$ cat src/rtl/dcache_types.sv
// dcache_types: shared FSM state, mux-select encodings and saturating-increment helper for the D-cache controller
package dcache_types;

    typedef enum logic [2:0] {IDLE, CHECK, WRITEBACK, FILL, REFETCH} dcache_state_t;
    typedef enum logic {DSEL_CPU, DSEL_PMEM} data_sel_t;
    typedef enum logic {ASEL_CPU, ASEL_VICTIM} addr_sel_t;

    localparam int PERF_W = 32;

    function automatic logic [PERF_W-1:0] sat_inc(input logic [PERF_W-1:0] v, input logic en);
        return (en && v != '1) ? v + PERF_W'(1) : v;
    endfunction

endpackage

$ cat src/rtl/dcache_perf_ctr.sv
// dcache_perf_ctr: three saturating 32-bit event counters (hits, misses, writebacks)
module dcache_perf_ctr
    import dcache_types::*;
(
    input  logic              clk,
    input  logic              rst,
    input  logic              i_inc_hit,
    input  logic              i_inc_miss,
    input  logic              i_inc_wb,
    output logic [PERF_W-1:0] o_hits,
    output logic [PERF_W-1:0] o_misses,
    output logic [PERF_W-1:0] o_writebacks
);

    // Counters stick at all-ones rather than wrapping
    always_ff @(posedge clk) begin
        if (rst) begin
            o_hits       <= '0;
            o_misses     <= '0;
            o_writebacks <= '0;
        end else begin
            o_hits       <= sat_inc(o_hits, i_inc_hit);
            o_misses     <= sat_inc(o_misses, i_inc_miss);
            o_writebacks <= sat_inc(o_writebacks, i_inc_wb);
        end
    end

endmodule

$ cat src/rtl/dcache_control.sv
// dcache_control: 2-way write-back D-cache controller FSM; DCACHE_PERF_EN adds hit/miss/writeback counters
module dcache_control
    import dcache_types::*;
#(
    parameter int s_index  = 5,
    parameter int num_ways = 2
) (
    input  logic               clk,
    input  logic               rst,
    input  logic               mem_read,
    input  logic               mem_write,
    input  logic [s_index-1:0] mem_index,
    input  logic [1:0]         hit,
    input  logic [1:0]         dirty,
    input  logic               lru,
    input  logic               pmem_resp,
    output logic               mem_resp,
    output logic               array_read,
    output logic [1:0]         tag_load,
    output logic [1:0]         dirty_load,
    output logic               dirty_in,
    output logic               lru_load,
    output logic               lru_in,
    output logic [1:0]         data_we,
    output logic               data_sel,
    output logic               way_sel,
    output logic               addr_sel,
    output logic               pmem_read,
    output logic               pmem_write,
    output logic [s_index-1:0] index_q
`ifdef DCACHE_PERF_EN
    ,
    output logic [PERF_W-1:0]  perf_hits,
    output logic [PERF_W-1:0]  perf_misses,
    output logic [PERF_W-1:0]  perf_writebacks
`endif
);

    if (num_ways != 2) begin : g_bad_ways
        $error("dcache_control supports num_ways == 2 only");
    end

    dcache_state_t r_state, w_state_n;
    logic          r_victim;
    logic          w_hit_way;
    logic          w_any_hit;

    // Way 0 wins if both ways ever report a hit
    assign w_hit_way = ~hit[0];
    assign w_any_hit = |hit;

    // State, victim way and array index registers; index follows the CPU only while idle
    always_ff @(posedge clk) begin
        if (rst) begin
            r_state  <= IDLE;
            r_victim <= 1'b0;
            index_q  <= '0;
        end else begin
            r_state <= w_state_n;
            if (r_state == IDLE)
                index_q <= mem_index;
            if (r_state == CHECK && !w_any_hit)
                r_victim <= lru;
        end
    end

    // Next state and all array/pmem controls; everything held low while rst is asserted
    always_comb begin
        w_state_n  = r_state;
        mem_resp   = 1'b0;
        array_read = 1'b0;
        tag_load   = 2'b00;
        dirty_load = 2'b00;
        dirty_in   = 1'b0;
        lru_load   = 1'b0;
        lru_in     = 1'b0;
        data_we    = 2'b00;
        data_sel   = DSEL_CPU;
        way_sel    = 1'b0;
        addr_sel   = ASEL_CPU;
        pmem_read  = 1'b0;
        pmem_write = 1'b0;
        if (!rst) begin
            case (r_state)
                IDLE: begin
                    array_read = 1'b1;
                    w_state_n  = (mem_read || mem_write) ? CHECK : IDLE;
                end
                CHECK: begin
                    if (w_any_hit) begin
                        mem_resp  = 1'b1;
                        way_sel   = w_hit_way;
                        lru_load  = 1'b1;
                        lru_in    = ~w_hit_way;
                        w_state_n = IDLE;
                        if (mem_write) begin
                            data_we[w_hit_way]    = 1'b1;
                            data_sel              = DSEL_CPU;
                            dirty_load[w_hit_way] = 1'b1;
                            dirty_in              = 1'b1;
                        end
                    end else begin
                        way_sel   = lru;
                        w_state_n = dirty[lru] ? WRITEBACK : FILL;
                    end
                end
                WRITEBACK: begin
                    pmem_write = 1'b1;
                    addr_sel   = ASEL_VICTIM;
                    way_sel    = r_victim;
                    if (pmem_resp) begin
                        dirty_load[r_victim] = 1'b1;
                        w_state_n            = FILL;
                    end
                end
                FILL: begin
                    pmem_read = 1'b1;
                    addr_sel  = ASEL_CPU;
                    way_sel   = r_victim;
                    if (pmem_resp) begin
                        data_we[r_victim]  = 1'b1;
                        data_sel           = DSEL_PMEM;
                        tag_load[r_victim] = 1'b1;
                        w_state_n          = REFETCH;
                    end
                end
                REFETCH: begin
                    array_read = 1'b1;
                    w_state_n  = CHECK;
                end
                default: w_state_n = IDLE;
            endcase
        end
    end

    hit_onehot: assert property (@(posedge clk) disable iff (rst) (r_state == CHECK) |-> (hit != 2'b11));
    pmem_excl:  assert property (@(posedge clk) !(pmem_read && pmem_write));

`ifdef DCACHE_PERF_EN
    logic r_refetch;

    // Marks the CHECK that follows a refetch so its guaranteed hit is not counted
    always_ff @(posedge clk) begin
        if (rst)
            r_refetch <= 1'b0;
        else if (r_state == REFETCH)
            r_refetch <= 1'b1;
        else if (r_state == CHECK)
            r_refetch <= 1'b0;
    end

    dcache_perf_ctr u_perf (
        .clk          (clk),
        .rst          (rst),
        .i_inc_hit    (r_state == CHECK && w_any_hit && !r_refetch),
        .i_inc_miss   (r_state == CHECK && !w_any_hit),
        .i_inc_wb     (r_state == WRITEBACK && pmem_resp),
        .o_hits       (perf_hits),
        .o_misses     (perf_misses),
        .o_writebacks (perf_writebacks)
    );
`endif

endmodule

$ cat config.mk
export PLATFORM = sky130hd
export DESIGN_NAME = dcache_control
export DESIGN_NICKNAME = d
export VERILOG_FILES = /design/src/rtl/dcache_types.sv /design/src/rtl/dcache_perf_ctr.sv /design/src/rtl/dcache_control.sv
export SDC_FILE = /design/constraint.sdc
export NUM_CORES = 1
export LEC_CHECK = 0
export ABC_CLOCK_PERIOD_IN_PS = 3000
export CAP_MARGIN = 20
export CELL_PAD_IN_SITES_DETAIL_PLACEMENT = 1
export CELL_PAD_IN_SITES_GLOBAL_PLACEMENT = 2
export CORE_MARGIN = 10
export CORE_UTILIZATION = 21
export CTS_BUF_LIST = sky130_fd_sc_hd__clkbuf_8
export CTS_CLUSTER_SIZE = 12
export DETAILED_ROUTE_END_ITERATION = 12
export PLACE_DENSITY = 0.87
export REMOVE_ABC_BUFFERS = 1
export SYNTH_ARGS = -nofsm -noshare
export SYNTH_HDL_FRONTEND = slang
export SYNTH_SLANG_ARGS = --single-unit
$ cat constraint.sdc
create_clock -name clk -period 3 [get_ports clk]
set_input_delay 0.75 -clock clk [delete_from_list [all_inputs] [get_ports clk]]
set_output_delay 0.75 -clock clk [all_outputs]
set_load 0.01 [all_outputs]
* Word level (Yosys, flattened, before mapping) *
Index checks and enable logic that the tools add are counted.

storage, ports and cells
  register bits after elaboration = 9

cells by class
  order comparisons = 5
  eq/ne operators = 6
  muxes and demuxes = 43
  bitwise logic cells = 1
  reductions and logical operators = 10

operators with widths
  cell                                                                   number
  1-bit 2-to-1 mux                                                       27
  2-bit 2-to-1 mux                                                       8
  3-bit case mux with 5 select lines                                     1
  2-bit case mux with 2 select lines                                     2
  3-bit by 2-bit == test with 1-bit output (second input constant)       2
  1-bit by 2-bit < comparator with 1-bit output (second input constant)  3
  3-bit 2-to-1 mux                                                       2
  2-bit OR reduction                                                     3
  2-bit inequality test (second input constant)                          2
  3-bit by 1-bit == test with 1-bit output (second input constant)       1
  3-bit == test (second input constant)                                  1
  1-bit logical AND                                                      3
  3-bit logical NOT                                                      1
  1-bit demux with 1-bit select                                          2
  1-bit greater-or-equal comparator (second input constant)              2
  1-bit case mux with 2 select lines                                     1
  2-bit AND reduction                                                    1
  1-bit logical NOT                                                      1
  1-bit logical OR                                                       1
  1-bit NOT                                                              1

* Depth between registers and ports, before layout *
  word-level depth = 9
  mapped depth = 5
  gate-level depth less buffers = 3

* Worst setup path before layout *
OpenSTA, ideal clock, no wires.

  path kind = input-to-output
  from = in rst
  to = out dirty_in
  data arrival time = 1560 ps
  setup slack = 690 ps
  cell stages on the path = 2
  path buffers = 0
  path through = nor4_1 and2_1

on the way
  cells in the longest elaborated chain, start to end = 1

RTL lines
  item              RTL line              source
  from (decl)       dcache_control.sv:9   input logic rst,
  1-bit 2-to-1 mux  dcache_control.sv:83  if (!rst) begin
  to (decl)         dcache_control.sv:21  output logic dirty_in,

No other way between the ends.

* Final worst setup path *
  from = in rst
  to = out addr_sel

on the way
  cells in the longest elaborated chain, start to end = 1

RTL lines
  item              RTL line              source
  1-bit 2-to-1 mux  dcache_control.sv:83
  to (decl)         dcache_control.sv:27  output logic addr_sel,

No other way between the ends.

==> flow_results.org <==
** Yosys
- Number of instances in the synthesized netlist :: 75
- The synthesized netlist devotes ~14% of its cell area to compound gates.
- Leading post-synthesis cells by instance count :: 9 x sky130_fd_sc_hd__dfxtp_1, 9 x sky130_fd_sc_hd__nor2_1, 6 x sky130_fd_sc_hd__a21oi_1, 6 x sky130_fd_sc_hd__mux2i_1, 4 x sky130_fd_sc_hd__nand2b_1
- The mapped netlist covers 609.3 µm².
- Fraction of the yosys area taken by sequential cells :: 29.57%
- Count of different cell masters after synthesis :: 30
- Post-Synth XOR/XNOR Area :: 0%
- Counting flops with a built-in enable in the synthesized netlist gives 0.
- Summing the areas of all fa, ha and maj instances in the mapped netlist gives 0% of the synthesized area.
- After synthesis, the share of cell area in mux cells is just under 10%.
- By area, the combinational part of the netlist is dominated by simple AND/OR/NAND/NOR gates.
- Cell taking the most area after synthesis :: sky130_fd_sc_hd__dfxtp_1
- The synthesized netlist devotes a little over a third of its cell area to simple gates.
- Synth top area share :: around 30%
- Ys Warns :: 0
- Number of storage elements in the synthesis netlist :: 9
- In the synthesized netlist the async set-or-reset flop fraction comes to 0%.
- Among all flip-flop cells after synthesis, the most frequent one is sky130_fd_sc_hd__dfxtp_1.
- The average instance in the mapped netlist occupies around 8.1 µm².
- Cell types with the largest area share after synthesis :: sky130_fd_sc_hd__dfxtp_1 30%, sky130_fd_sc_hd__mux2i_1 9.9%, sky130_fd_sc_hd__nor2_1 5.5%, sky130_fd_sc_hd__a21oi_1 4.9%, sky130_fd_sc_hd__nand2b_1 4.1%

** Clock tree
- TritonCTS built the clock tree.
- The clock reaches the later pin of the worst-skew pair after ~0.23 ns.
- In this run, CTS created clock tree buffers numbering 3.
- Number of post-CTS setup repair buffers :: 0
- For this design, the sink count on the clock tree is 9.
- Clock-pin transition on the worst setup and hold timing paths :: roughly 0.050 ns
- Depth of the CTS H-tree :: 1
- Clock tree synthesis selected as its root buffer the cell sky130_fd_sc_hd__clkbuf_8.
- The longest clock path from root to sink contains 2 buffers.
- The number of hold buffers added after CTS was 0.

** Detailed routing
- The routed layout has 670 vias.
- Total Wirelength :: about 2.2 mm
- # DRC :: 0
- Number of search-and-repair iterations in the first detailed-routing pass :: 3
- Iteration-0 DRC count of the detailed router :: 15
- In the final routed layout, each cell accounts on average for ~15 µm.
- Mean number of vias per cell :: around 4.6
- Residual antenna-violating net count after detailed routing :: 0

** GRT
- The number of global-route vias before repair came to roughly 750.
- Summed over all layers, the global routing overflow is 0.
- Number of antenna violations at the first check in global routing :: 0
- Entering global routing, the biggest net connects 12 pins.
- Across every metal layer, demand over resource in global routing totals 8.342%.
- Wire length of the first global-routing pass :: around 3.7 mm

** Power
- LEAKAGE :: approximately 0.56 nW
- Across the VDD grid, the largest voltage drop is between 0.0002 and 0.00025 V.
- Power Dens Cells :: 411.7 mW/mm²
- Total power consumption of the routed design :: approximately 450 µW

** Critical path
- On the worst path, the slowest cell contributes a delay of 0.54 ns.
- The worst setup path is captured at an output pin.
- Slowest stage cell, crit path :: sky130_fd_sc_hd__clkdlybuf4s50_1
- Of all nets on the critical path, the largest fanout is 6.
- At the worst endpoint, the required time is ~2.3 ns.
- Launching element type of the critical path :: input port
- The critical path goes through dlygate4sd2_1 > or3_1 > inv_1 > clkdlybuf4s50_1.
- Worst Setup Path Type :: in -> out
- Arrival @ worst endpoint :: roughly 2.1 ns

** Layout
- At the end of the flow, the number of nets in the layout was between 100 and 150.
- Layout cells sized above 1 :: 13.91%
- 0 antenna diodes ended up in the layout.
- Measured on the finished design, the core utilization comes to 39.34%.
- Non-filler instance count after layout :: roughly 150
- Relative to the synthesized area, the layout overhead comes to 78.03%.

** STA
- At the pin with the least slew margin, the transition time is 0.4680 ns.
- Number of hold violations in the final report :: 0
- The final critical path takes up 95.58% of the cycle.
- Between clock sinks in the finished design, the worst skew comes to approximately 0.0011 ns.
- Setup repair after global routing left no endpoint under its margin.
- The worst pin sits at a relative slew slack of between 60% and 70%.
- Hold timing on the final database bottoms out at a slack of 0.4995 ns.
- Total setup violations reported at the end of the flow :: 0
- The number of slew-limit violations in the final report came to 0.
- For this run, the top clock speed supported by timing is around 350 MHz.
- After layout, the minimum clock period comes to 2.867 ns.

** Die
- The initial utilization of the core area, before any placement, comes to 22.10%.
- 36 I/O pins were placed.
- Area of the placeable core :: approximately 0.0028 mm²
- Site Rows :: 19
- Floorplan die area :: approximately 0.0055 mm²
- DIE WIDTH :: between 70 and 80 µm
- Die span in y :: 73.87 µm

** Min path
- Type of the tightest min-delay check :: reg -> reg

** Placement
- Detailed placement HPWL :: 1.791 mm
- Input and output buffers added on the ports amount to 35.
- Including well taps, the total number of placed cells is roughly 140.
- At the end of routability-driven placement, the weighted congestion stood at roughly 0.8.

** Job
- Max-cap violations in this run came to 0.

** Outcome
- The flow ran to the end, and the final reports show no timing, DRC or antenna violations.
## registers in the layout (all words and copies together), names as in the netlist
| register | count |
|---|---|
| r_victim | 1 |
| r_state | 3 |
| index_q | 5 |
## logic make-up (layout without fill, tap and decap cells)
| group | after synthesis | after routing |
|---|---|---|
| DFF | 9 | 9 |
| muxes | 6 | 6 |
| AOI/OAI and AO/OA | 14 | 14 |
| buffers and inverters | 11 | 51 |
| and+or+nand+nor | 35 | 35 |
## where the power goes
part,internal (mW),leakage (nW),switching (mW)
Sequential,0.133,0.0741,0.0184
Combinational,0.0908,0.464,0.0673
Clock,0.0891,0.0269,0.0475
## layer usage
metal  up-vias  GRT usage [%]  share of wire (%)
li1        342              -                  -
met1       311          9.916                 45
met2        17          13.45                 49
met3         0          2.557                5.8
met4         0          3.520                  0
met5         -              0                  0
## cell type report
cell class | instances | area (µm²)
Fill cell | 338 | 1673
Timing Repair Buffer | 44 | 434.2
Multi-Input combinational cell | 55 | 375.4
Sequential cell | 9 | 180.2
Clock buffer | 3 | 41.29
Tap cell | 31 | 38.79
Inverter | 3 | 11.26
Clock inverter | 1 | 3.754
## worst paths after layout
check,startpoint,end,cells past startpoint,slack [ns]
worst max-delay path,rst,addr_sel,4,0.13
worst min-delay path,index_q[0]$_SDFFE_PP0P_,index_q[0]$_SDFFE_PP0P_,2,0.50
worst max register to register,r_state[2]$_SDFFE_PP0P_,r_state[0]$_SDFFE_PP0P_,3,1.55
worst min register to register,index_q[0]$_SDFFE_PP0P_,index_q[0]$_SDFFE_PP0P_,2,0.50
## placed cells by master (no fill, tap or decap)
cell type,instances
sky130_fd_sc_hd__nand2_1,3
sky130_fd_sc_hd__o21ai_1,1
sky130_fd_sc_hd__or4_1,1
sky130_fd_sc_hd__nor3b_1,1
sky130_fd_sc_hd__mux2i_1,6
sky130_fd_sc_hd__dlygate4sd2_1,3
sky130_fd_sc_hd__nor3_1,2
sky130_fd_sc_hd__a22oi_1,1
sky130_fd_sc_hd__nand2b_1,4
sky130_fd_sc_hd__a32oi_1,1
sky130_fd_sc_hd__nand3b_1,3
sky130_fd_sc_hd__o41ai_1,1
sky130_fd_sc_hd__and2_1,1
sky130_fd_sc_hd__o21a_1,1
sky130_fd_sc_hd__buf_4,9
sky130_fd_sc_hd__inv_1,4
sky130_fd_sc_hd__clkbuf_8,3
sky130_fd_sc_hd__a21oi_1,6
sky130_fd_sc_hd__nor3_4,1
sky130_fd_sc_hd__and3_1,2
sky130_fd_sc_hd__clkdlybuf4s50_1,24
sky130_fd_sc_hd__nor4_2,1
sky130_fd_sc_hd__nor2_1,9
sky130_fd_sc_hd__nor4b_4,1
sky130_fd_sc_hd__dfxtp_1,9
sky130_fd_sc_hd__dlymetal6s2s_1,8
sky130_fd_sc_hd__nand3_1,3
sky130_fd_sc_hd__o22ai_1,3
sky130_fd_sc_hd__or3_1,1
sky130_fd_sc_hd__or2_1,1
sky130_fd_sc_hd__nor3b_2,1
## timing repair
action	CTS	global route
setup endpoints to repair	16	8
resized for setup	5	8
endpoints found under the hold margin	0	0
## per-stage QoR
step | setup WS, ns | setup TNS (ns) | area, µm²
finish | 0.1327 | 0 | 1085
detailed placement | -0.2194 | -2.285 | 1012
global route | 0.03230 | 0 | 1085
global placement | -0.1917 | -1.883 | 1012
floorplan | 0.4667 | 0 | 555.5
CTS | 0.0009517 | 0 | 1065
## worst max-delay path, delay by kind of cell
kind | cells | cell delay [ns]
simple gates | 1 | 0.42
buf+inv | 3 | 0.95
(Power assumes the default switching activity.)
